--- src/rtl/fifo_frame_packer_if.sv ---
// rtl/fifo_frame_packer_if.sv - FIFO read-side and byte-stream signal bundle for fifo_frame_packer
interface fifo_frame_packer_if;
    logic        fifo_rd_vld;
    logic [15:0] fifo_rd_data;
    logic        fifo_rd_en;
    logic [7:0]  tx_data;
    logic        tx_valid;
    logic        tx_ready;

    modport master (
        input  fifo_rd_vld,
        input  fifo_rd_data,
        input  tx_ready,
        output fifo_rd_en,
        output tx_data,
        output tx_valid
    );

    modport slave (
        output fifo_rd_vld,
        output fifo_rd_data,
        output tx_ready,
        input  fifo_rd_en,
        input  tx_data,
        input  tx_valid
    );
endinterface

--- src/rtl/fifo_frame_packer.sv ---
// rtl/fifo_frame_packer.sv - packs FWFT 16-bit words into AA 55 len payload [csum] byte frames
// Trailing checksum byte is built only when FRAME_PACKER_CSUM_EN is defined.
module fifo_frame_packer #(
    parameter int unsigned FRAME_WORDS = 256,
    parameter logic [7:0]  HDR0        = 8'hAA,
    parameter logic [7:0]  HDR1        = 8'h55
) (
    input  logic                       clk,
    input  logic                       rst_n,
    input  logic                       enable,
    fifo_frame_packer_if.master        bus,
    output logic                       busy,
    output logic [15:0]                frame_cnt
);
    localparam logic [15:0] LEN_BYTES = 16'(2 * FRAME_WORDS);
    localparam logic [14:0] LAST_WORD = 15'(FRAME_WORDS - 1);

`ifdef FRAME_PACKER_CSUM_EN
    typedef enum logic [2:0] {IDLE, SYNC0, SYNC1, LEN_H, LEN_L, PAY_H, PAY_L, CSUM} state_t;
    logic [7:0] csum;
`else
    typedef enum logic [2:0] {IDLE, SYNC0, SYNC1, LEN_H, LEN_L, PAY_H, PAY_L} state_t;
`endif

    state_t      state;
    state_t      state_nxt;
    state_t      step_nxt;
    logic [14:0] word_cnt;
    logic        load;
    logic        byte_avail;
    logic        byte_load;
    logic [7:0]  byte_val;
    logic        last_word;
    logic        frame_done;

    // The output register may take a new byte whenever it is empty or being drained.
    assign load      = !bus.tx_valid || bus.tx_ready;
    assign last_word = (word_cnt == LAST_WORD);

    always_comb begin
        byte_avail = 1'b0;
        byte_val   = 8'h00;
        step_nxt   = state;
        case (state)
            SYNC0: begin
                byte_avail = 1'b1;
                byte_val   = HDR0;
                step_nxt   = SYNC1;
            end
            SYNC1: begin
                byte_avail = 1'b1;
                byte_val   = HDR1;
                step_nxt   = LEN_H;
            end
            LEN_H: begin
                byte_avail = 1'b1;
                byte_val   = LEN_BYTES[15:8];
                step_nxt   = LEN_L;
            end
            LEN_L: begin
                byte_avail = 1'b1;
                byte_val   = LEN_BYTES[7:0];
                step_nxt   = PAY_H;
            end
            PAY_H: begin
                byte_avail = bus.fifo_rd_vld;
                byte_val   = bus.fifo_rd_data[15:8];
                step_nxt   = PAY_L;
            end
            PAY_L: begin
                byte_avail = bus.fifo_rd_vld;
                byte_val   = bus.fifo_rd_data[7:0];
`ifdef FRAME_PACKER_CSUM_EN
                step_nxt   = last_word ? CSUM : PAY_H;
`else
                step_nxt   = last_word ? IDLE : PAY_H;
`endif
            end
`ifdef FRAME_PACKER_CSUM_EN
            CSUM: begin
                byte_avail = 1'b1;
                byte_val   = csum;
                step_nxt   = IDLE;
            end
`endif
            default: begin
                byte_avail = 1'b0;
                byte_val   = 8'h00;
                step_nxt   = state;
            end
        endcase

        byte_load = load && byte_avail;

        // Frame start is the only move that does not ride on a byte load.
        if (state == IDLE) begin
            state_nxt = (enable && bus.fifo_rd_vld) ? SYNC0 : IDLE;
        end else begin
            state_nxt = byte_load ? step_nxt : state;
        end
    end

    assign bus.fifo_rd_en = byte_load && (state == PAY_L);
    assign busy           = (state != IDLE) || bus.tx_valid;

`ifdef FRAME_PACKER_CSUM_EN
    assign frame_done = byte_load && (state == CSUM);
`else
    assign frame_done = byte_load && (state == PAY_L) && last_word;
`endif

    always_ff @(posedge clk or negedge rst_n) begin
        if (!rst_n) begin
            state <= IDLE;
        end else begin
            state <= state_nxt;
        end
    end

    always_ff @(posedge clk or negedge rst_n) begin
        if (!rst_n) begin
            bus.tx_data  <= 8'h00;
            bus.tx_valid <= 1'b0;
        end else if (load) begin
            bus.tx_valid <= byte_avail;
            if (byte_avail) begin
                bus.tx_data <= byte_val;
            end
        end
    end

    always_ff @(posedge clk or negedge rst_n) begin
        if (!rst_n) begin
            word_cnt <= 15'd0;
        end else if (byte_load && (state == SYNC0)) begin
            word_cnt <= 15'd0;
        end else if (byte_load && (state == PAY_L)) begin
            word_cnt <= word_cnt + 15'd1;
        end
    end

    always_ff @(posedge clk or negedge rst_n) begin
        if (!rst_n) begin
            frame_cnt <= 16'h0000;
        end else if (frame_done) begin
            frame_cnt <= frame_cnt + 16'h0001;
        end
    end

`ifdef FRAME_PACKER_CSUM_EN
    // Only payload bytes enter the sum; SYNC0 restarts it for every frame.
    always_ff @(posedge clk or negedge rst_n) begin
        if (!rst_n) begin
            csum <= 8'h00;
        end else if (byte_load) begin
            if (state == SYNC0) begin
                csum <= 8'h00;
            end else if ((state == PAY_H) || (state == PAY_L)) begin
                csum <= csum + byte_val;
            end
        end
    end
`endif
endmodule
--- src/flat_wrapper.sv ---
// flat-port wrapper written by rule: the top's interface ports become plain ports
module fifo_frame_packer_flat 
#(
    parameter int unsigned FRAME_WORDS = 256,
    parameter logic [7:0]  HDR0        = 8'hAA,
    parameter logic [7:0]  HDR1        = 8'h55
)
  (clk, rst_n, enable, busy, frame_cnt, bus_fifo_rd_vld, bus_fifo_rd_data, bus_tx_ready, bus_fifo_rd_en, bus_tx_data, bus_tx_valid);
  fifo_frame_packer_if bus_i ();
  input  logic clk;
  input  logic rst_n;
  input  logic enable;
  output logic busy;
  output logic [15:0] frame_cnt;
  input wire logic [$bits(bus_i.fifo_rd_vld)-1:0] bus_fifo_rd_vld;
  input wire logic [$bits(bus_i.fifo_rd_data)-1:0] bus_fifo_rd_data;
  input wire logic [$bits(bus_i.tx_ready)-1:0] bus_tx_ready;
  output wire logic [$bits(bus_i.fifo_rd_en)-1:0] bus_fifo_rd_en;
  output wire logic [$bits(bus_i.tx_data)-1:0] bus_tx_data;
  output wire logic [$bits(bus_i.tx_valid)-1:0] bus_tx_valid;
  assign bus_i.fifo_rd_vld = bus_fifo_rd_vld;
  assign bus_i.fifo_rd_data = bus_fifo_rd_data;
  assign bus_i.tx_ready = bus_tx_ready;
  assign bus_fifo_rd_en = bus_i.fifo_rd_en;
  assign bus_tx_data = bus_i.tx_data;
  assign bus_tx_valid = bus_i.tx_valid;
  fifo_frame_packer #(.FRAME_WORDS(FRAME_WORDS), .HDR0(HDR0), .HDR1(HDR1)) u_core (.clk(clk), .rst_n(rst_n), .enable(enable), .bus(bus_i), .busy(busy), .frame_cnt(frame_cnt));
endmodule
--- config.mk ---
export PLATFORM = sky130hd
export DESIGN_NAME = fifo_frame_packer_flat
export DESIGN_NICKNAME = d
export VERILOG_FILES = /design/src/rtl/fifo_frame_packer_if.sv /design/src/rtl/fifo_frame_packer.sv /design/src/flat_wrapper.sv
export SDC_FILE = /design/constraint.sdc
export NUM_CORES = 1
export LEC_CHECK = 0
export CAP_MARGIN = 20
export CORE_UTILIZATION = 50
export DETAILED_ROUTE_END_ITERATION = 8
export PLACE_DENSITY_LB_ADDON = 0.08
export SLEW_MARGIN = 20
export SYNTH_ARGS = -nofsm -noshare
export SYNTH_HDL_FRONTEND = slang
export SYNTH_SLANG_ARGS = --single-unit
--- constraint.sdc ---
create_clock -name clk -period 2.82 [get_ports clk]
set_input_delay 0.564 -clock clk [delete_from_list [all_inputs] [get_ports clk]]
set_output_delay 0.564 -clock clk [all_outputs]
set_load 0.01 [all_outputs]
# Word level (Yosys, flattened, before mapping)
# Cells that the tools add are included.
word_totals:
  register_bits: 43
  output_inout_bits: 27
  word_cells: 40
  inputBits: 21
classes:
  reduce_logical: 17
  eq_ne: 7
  n_addsub: 2
  n_mux: 9
op_table:
  columns: ["operator", "count"]
  rows:
  - ["8-bit case mux with 5 select lines", 1]
  - ["15-bit two-way mux", 2]
  - ["3-bit case mux with 6 select lines", 1]
  - ["16-bit by 1-bit adder with 16-bit output (second input constant)", 1]
  - ["15-bit by 1-bit adder with 15-bit output (second input constant)", 1]
  - ["15-bit by 8-bit equality test with 1-bit output (second input constant)", 1]
  - ["3-bit equality test (second input constant)", 3]
  - ["3-bit two-way mux", 3]
  - ["7-bit nonzero test", 1]
  - ["3-bit by 2-bit equality test with 1-bit output (second input constant)", 2]
  - ["1-bit logical AND", 5]
  - ["2-bit AND reduction", 2]
  - ["2-bit nonzero test", 2]
  - ["4-bit OR reduction", 1]
  - ["3-bit by 1-bit equality test with 1-bit output (second input constant)", 1]
  - ["3-bit zero test", 1]
  - ["3-bit nonzero test", 1]
  - ["1-bit logical OR", 2]
  - ["1-bit case mux with 2 select lines", 1]
  - ["2-bit OR reduction", 1]
  - ["1-bit zero test", 1]
  - ["1-bit two-way mux", 1]

# Depth between registers and ports, before layout
logic_depth:
  word_depth: 7
  depth_mapped: 7
  ltp_nobuf: 6

# Worst setup path after synthesis
# No wires, ideal clock.
synth_timing:
  path_kind: "reg2reg"
  startpoint: "register u_core.word_cnt[8]"
  endpoint: "register u_core.frame_cnt[15]"
  synth_period_minus_slack_ns: 1.885
  setup_ns: 0.079
  arrival_time_ns: 1.806
  path_buffers: 0
  slack_ns: 0.935
  required_time_ns: 2.741
  stages_incl_launch_ff: 6
  cell_sequence: "dfrtp_1 -> or4_4 -> nor3b_4 -> nand4_4 -> nor4_4 -> xor2_1"
synth_between:
  elab_chain_len: 2
synth_lines:
  columns: ["item", "line", "rtl"]
  rows:
  - ["start, declared", "fifo_frame_packer.sv:28", "logic [14:0] word_cnt;"]
  - ["start signal, assigned", "fifo_frame_packer.sv:138", "word_cnt <= word_cnt + 15'd1;"]
  - ["15-bit by 8-bit equality test with 1-bit output", "fifo_frame_packer.sv:38", "assign last_word = (word_cnt == LAST_WORD);"]
  - ["1-bit logical AND", "fifo_frame_packer.sv:109", "assign frame_done = byte_load && (state == PAY_L) && last_word;"]
  - ["end signal, assigned", "fifo_frame_packer.sv:146", "frame_cnt <= frame_cnt + 16'h0001;"]
  - ["end, declared", "fifo_frame_packer.sv:13", "output logic [15:0] frame_cnt"]
# Every way passes these cells.
# A chain may end at the register's enable or synchronous reset.

# Worst setup path in the final report
layout_timing:
  startpoint: "register u_core.state[0]"
  endpoint: "output port bus_fifo_rd_en"
layout_between:
  elab_chain_len: 5
  word_cells_on_any_way: 11
  cone_classes: "6 x eq/ne; 1 x mux; 4 x reduce/logical"
layout_lines:
  columns: ["item", "line", "rtl"]
  rows:
  - ["start, declared", "fifo_frame_packer.sv:25", "state_t state;"]
  - ["start signal, assigned", "fifo_frame_packer.sv:116", "state <= state_nxt;"]
  - ["3-bit equality test (tied with other cells)", "fifo_frame_packer.sv:44", "case (state)"]
  - ["4-bit OR reduction (no source line) / 2-bit OR reduction (equally long branches)", null, null]
  - ["1-bit case mux with 2 select lines", "fifo_frame_packer.sv:44", null]
  - ["1-bit logical AND", "fifo_frame_packer.sv:93", "byte_load = load && byte_avail;"]
  - ["1-bit logical AND (*)", "fifo_frame_packer.sv:103", "assign bus.fifo_rd_en = byte_load && (state == PAY_L);"]
  - ["end, declared", "flat_wrapper.sv:18", "output wire logic [$bits(bus_i.fifo_rd_en)-1:0] bus_fifo_rd_en;"]
# Every way passes the cells marked *; elsewhere a longest branch is shown, timed or not.

==> results.py <==
metrics = {
    "clocking": {
        "postCtsHoldBufs": 0,
        "cts.reportedPaths.clkPinSlew_ns": 0.08,
        "post_cts_resized": 0,
        "clkLatencyLatePin_ns": 0.29,
        "cts_tree": "done",
        "clock_tree.buffer_depth": 2,
        "ctsHtreeMaxLevel": 2,
        "ctsRootBufferMaster": "sky130_fd_sc_hd__clkbuf_8",
        "cts_inserted_buffers": 5,
        "clock_sink_count": 43,
        "post_cts_setup_bufs": 0,
    },
    "critical_path": {
        "critPathCaptureType": "output port",
        "timing.critical_path.required_ns": 2.26,
        "cp-start-kind": "flop",
        "crit_fanout": 11,
        "reg2reg_from": "u_core.state[0]$_DFFE_PN0P_",
        "criticalPathCategory": "reg2out",
        "rr_endpoint": "u_core.frame_cnt[8]$_DFFE_PN0P_",
        "crit_arrival_ns": 2.00,
        "reg2reg_setup_slack_ns": 0.69,
        "register_to_register_path_depth": 7,
    },
    "synthesis": {
        "netlist-cell-type-count": 43,
        "synth_area_sq_mm": 0.00226,
        "syn_avg_cell_area_sq_um": 9.66,
        "synthesis.instances": 234,
        "primary_ff_master_synth": "sky130_fd_sc_hd__dfrtp_1",
        "synth.net_count": 257,
        "number_of_flip_flops_and_latches_in_the_synthesized_netlist": 43,
        "number_of_enable_type_register_cells_in_the_synthesized_netlist": 0,
        "synth_top_cell_area_share": 0.476,
        "proportion_of_synthesized_chip_area_in_sequential_cells": 0.476,
        "yosys_warnings": 0,
        "area_contributors_post_synth": "sky130_fd_sc_hd__dfrtp_1, sky130_fd_sc_hd__xor2_1, sky130_fd_sc_hd__nor2_1",
        "synth_top_cell_by_area": "sky130_fd_sc_hd__dfrtp_1",
        "async_reset_ff_frac": 1.00,
    },
    "global_route": {
        "grt_start_max_net_pins": 44,
        "vias_in_the_first_global_route": 1762,
        "antenna_found_initial": 0,
        "grt_first_pass_wirelength_microns": 8420,
        "gr-usage-all-layers": 0.220,
        "globalRoute.totalOverflow": 0,
    },
    "die": {
        "start_util": 0.519,
        "i_o_pin_total": 48,
        "rows": 24,
        "design.die.area_sq_mm": 0.00479,
        "die_h_microns": 69.2,
        "design.core.area_sq_mm": 0.00435,
        "floorplan.die.width_microns": 69.2,
    },
    "sta": {
        "timing_max_transition_violations_final": 0,
        "clock_skew_ns": 0.0108,
        "min_period_ns": 2.57,
        "setup_violations": 0,
        "worstMarginPinSlew_ns": 0.954,
        "rsz0062_at_grt": "no",
        "timing.final.hold_violations": 0,
        "totalNegativeSetupSlack_ns": 0,
        "timing.fmax_ghz": 0.389,
        "fin_crit_sh": 0.911,
        "worst_slew_margin_rel": 0.364,
    },
    "drt": {
        "drt-pass1-iter-count": 4,
        "route.detailed.wl_per_inst_microns": 13.8,
        "drt.antenna.violating_nets": 0,
        "route.vias.total": 1874,
        "wirelength_microns": 4700,
        "detail_route.drc_violations": 0,
        "drtIter0Drc": 123,
        "routed_via_count_divided_by_cell_count": 5.51,
    },
    "layout": {
        "antenna_cells_inserted": 0,
        "post_route_cells_drive_above_1_share": 0.101,
        "final_layout_fill_cell_count": 377,
        "num-nets-final": 311,
        "postLayoutCoreUtil": 0.671,
        "syn2layout_area_growth_pct": 29.3,
        "finish.instance_area_sq_mm": 0.00292,
        "instances_no_fill": 340,
    },
    "power_and_ir_drop": {
        "total_leakage_power_nw": 1.30,
        "powerDensity_mw_per_mm2": 621,
        "vdd_drop_max_uv": 372,
        "power_mw": 1.81,
    },
    "place": {
        "dp_hpwl_microns": 3350,
        "io_buffer_count": 47,
        "placed_cells": 333,
        "place.gp.congestion": 0.802,
        "placed_cell_area_sq_mm": 0.00282,
    },
    "hold_path": {
        "min-delay-path-class": "in2async",
    },
    "run": {
        "max_cap_viol_count": 0,
    },
    "status": {
        "run_status": "finished clean",
    },
}
-- cells in the final DEF, fill, tap and decap left out, types with 4 or more instances in the layout --
master | Yosys | routed
sky130_fd_sc_hd__clkdlybuf4s50_1 | 0 | 46
sky130_fd_sc_hd__dfrtp_1 | 43 | 43
sky130_fd_sc_hd__nor2_1 | 31 | 31
sky130_fd_sc_hd__nand2_1 | 24 | 24
sky130_fd_sc_hd__xor2_1 | 15 | 15
sky130_fd_sc_hd__xnor2_1 | 12 | 12
sky130_fd_sc_hd__nor3_1 | 11 | 11
sky130_fd_sc_hd__nand3_1 | 11 | 11
sky130_fd_sc_hd__o21ai_0 | 11 | 11
sky130_fd_sc_hd__inv_1 | 7 | 7
sky130_fd_sc_hd__a31oi_1 | 7 | 7
sky130_fd_sc_hd__buf_4 | 0 | 7
sky130_fd_sc_hd__nor4_1 | 6 | 5
sky130_fd_sc_hd__a21oi_1 | 5 | 5
sky130_fd_sc_hd__clkbuf_8 | 0 | 5
sky130_fd_sc_hd__nand4_1 | 4 | 4
-- power by group --
| part | total (mW) | internal (mW) | switching [mW] |
|---|---|---|---|
| Combinational | 0.564 | 0.280 | 0.284 |
| Clock | 0.461 | 0.260 | 0.201 |
| Sequential | 0.790 | 0.714 | 0.0758 |
| Total | 1.81 | 1.25 | 0.561 |
-- stage by stage --
step	hold slack (ns)	setup slack, ns
after detailed placement	0.459	0.293
after CTS	0.441	0.232
after global routing	0.492	0.118
final	0.417	0.252
after floorplan	0.268	0.935
after global placement	0.456	0.316
-- sequential cells by signal, summed over array words and instances, names as in the netlist --
| signal | cells |
|---|---|
| u_core.frame_cnt | 16 |
| u_core.bus.tx_data | 8 |
| u_core.state | 3 |
| u_core.word_cnt | 15 |
| u_core.bus.tx_valid | 1 |
-- per-layer routing --
layer	vias up	global-route usage	part of all wire
met3	9	0.0509	0.038
li1	927	-	-
met5	-	0	0
met1	895	0.326	0.50
met4	0	0.0862	0.019
met2	43	0.311	0.44
-- synthesized netlist by cell type (4+ instances only) --
| cell | count |
|---|---|
| sky130_fd_sc_hd__xor2_1 | 15 |
| sky130_fd_sc_hd__nor2_1 | 31 |
| sky130_fd_sc_hd__inv_1 | 7 |
| sky130_fd_sc_hd__nor4_1 | 6 |
| sky130_fd_sc_hd__clkbuf_1 | 4 |
| sky130_fd_sc_hd__nand2_1 | 24 |
| sky130_fd_sc_hd__nand3_1 | 11 |
| sky130_fd_sc_hd__nand4_1 | 4 |
| sky130_fd_sc_hd__a21oi_1 | 5 |
| sky130_fd_sc_hd__xnor2_1 | 12 |
| sky130_fd_sc_hd__a31oi_1 | 7 |
| sky130_fd_sc_hd__nor3_1 | 11 |
| sky130_fd_sc_hd__dfrtp_1 | 43 |
| sky130_fd_sc_hd__o21ai_0 | 11 |
-- logic make-up after synthesis --
kind of cell | share of synthesized area
muxes | 0.00941
xor gates and xnor gates | 0.105
buffers and inverters | 0.0266
DFF | 0.476
AOI/OAI and AO/OA | 0.0880
adders and majority gates | 0.0111
and+or+nand+nor | 0.284
-- how the worst max path moves through the flow --
| stage | endpoint | slack (ns) | start | depth (start not counted) |
|---|---|---|---|---|
| final | bus_fifo_rd_en | 0.25 | u_core.state[0]$_DFFE_PN0P_ | 4 |
| after detailed placement | bus_fifo_rd_en | 0.29 | bus_tx_ready | 5 |
| after CTS | bus_fifo_rd_en | 0.23 | u_core.state[0]$_DFFE_PN0P_ | 4 |
| after floorplan | u_core.frame_cnt[15]$_DFFE_PN0P_ | 0.94 | u_core.word_cnt[8]$_DFFE_PN0P_ | 5 |
| after global routing | bus_fifo_rd_en | 0.12 | u_core.state[0]$_DFFE_PN0P_ | 4 |
| after global placement | bus_fifo_rd_en | 0.32 | bus_tx_ready | 5 |
-- final cells by class --
| class | count | area [sq um] | share of cell area |
|---|---|---|---|
| multi-input combinational | 176 | 1130 | 0.387 |
| sequential | 43 | 1080 | 0.368 |
| clock inverter | 1 | 30.0 | 0.0103 |
| tap | 52 | 65.1 | 0.0223 |
| clock buffer | 6 | 72.6 | 0.0248 |
| inverter | 8 | 30.0 | 0.0103 |
| timing repair buffer | 54 | 518 | 0.177 |
-- worst max-delay path, cell delays in order, from the launching register on --
cell and delay (ns):
sky130_fd_sc_hd__dfrtp_1 0.49, sky130_fd_sc_hd__and3b_1 0.44, sky130_fd_sc_hd__nand3_4 0.17, sky130_fd_sc_hd__inv_2 0.09, sky130_fd_sc_hd__clkdlybuf4s50_1 0.53
(Power assumes the default switching activity.)
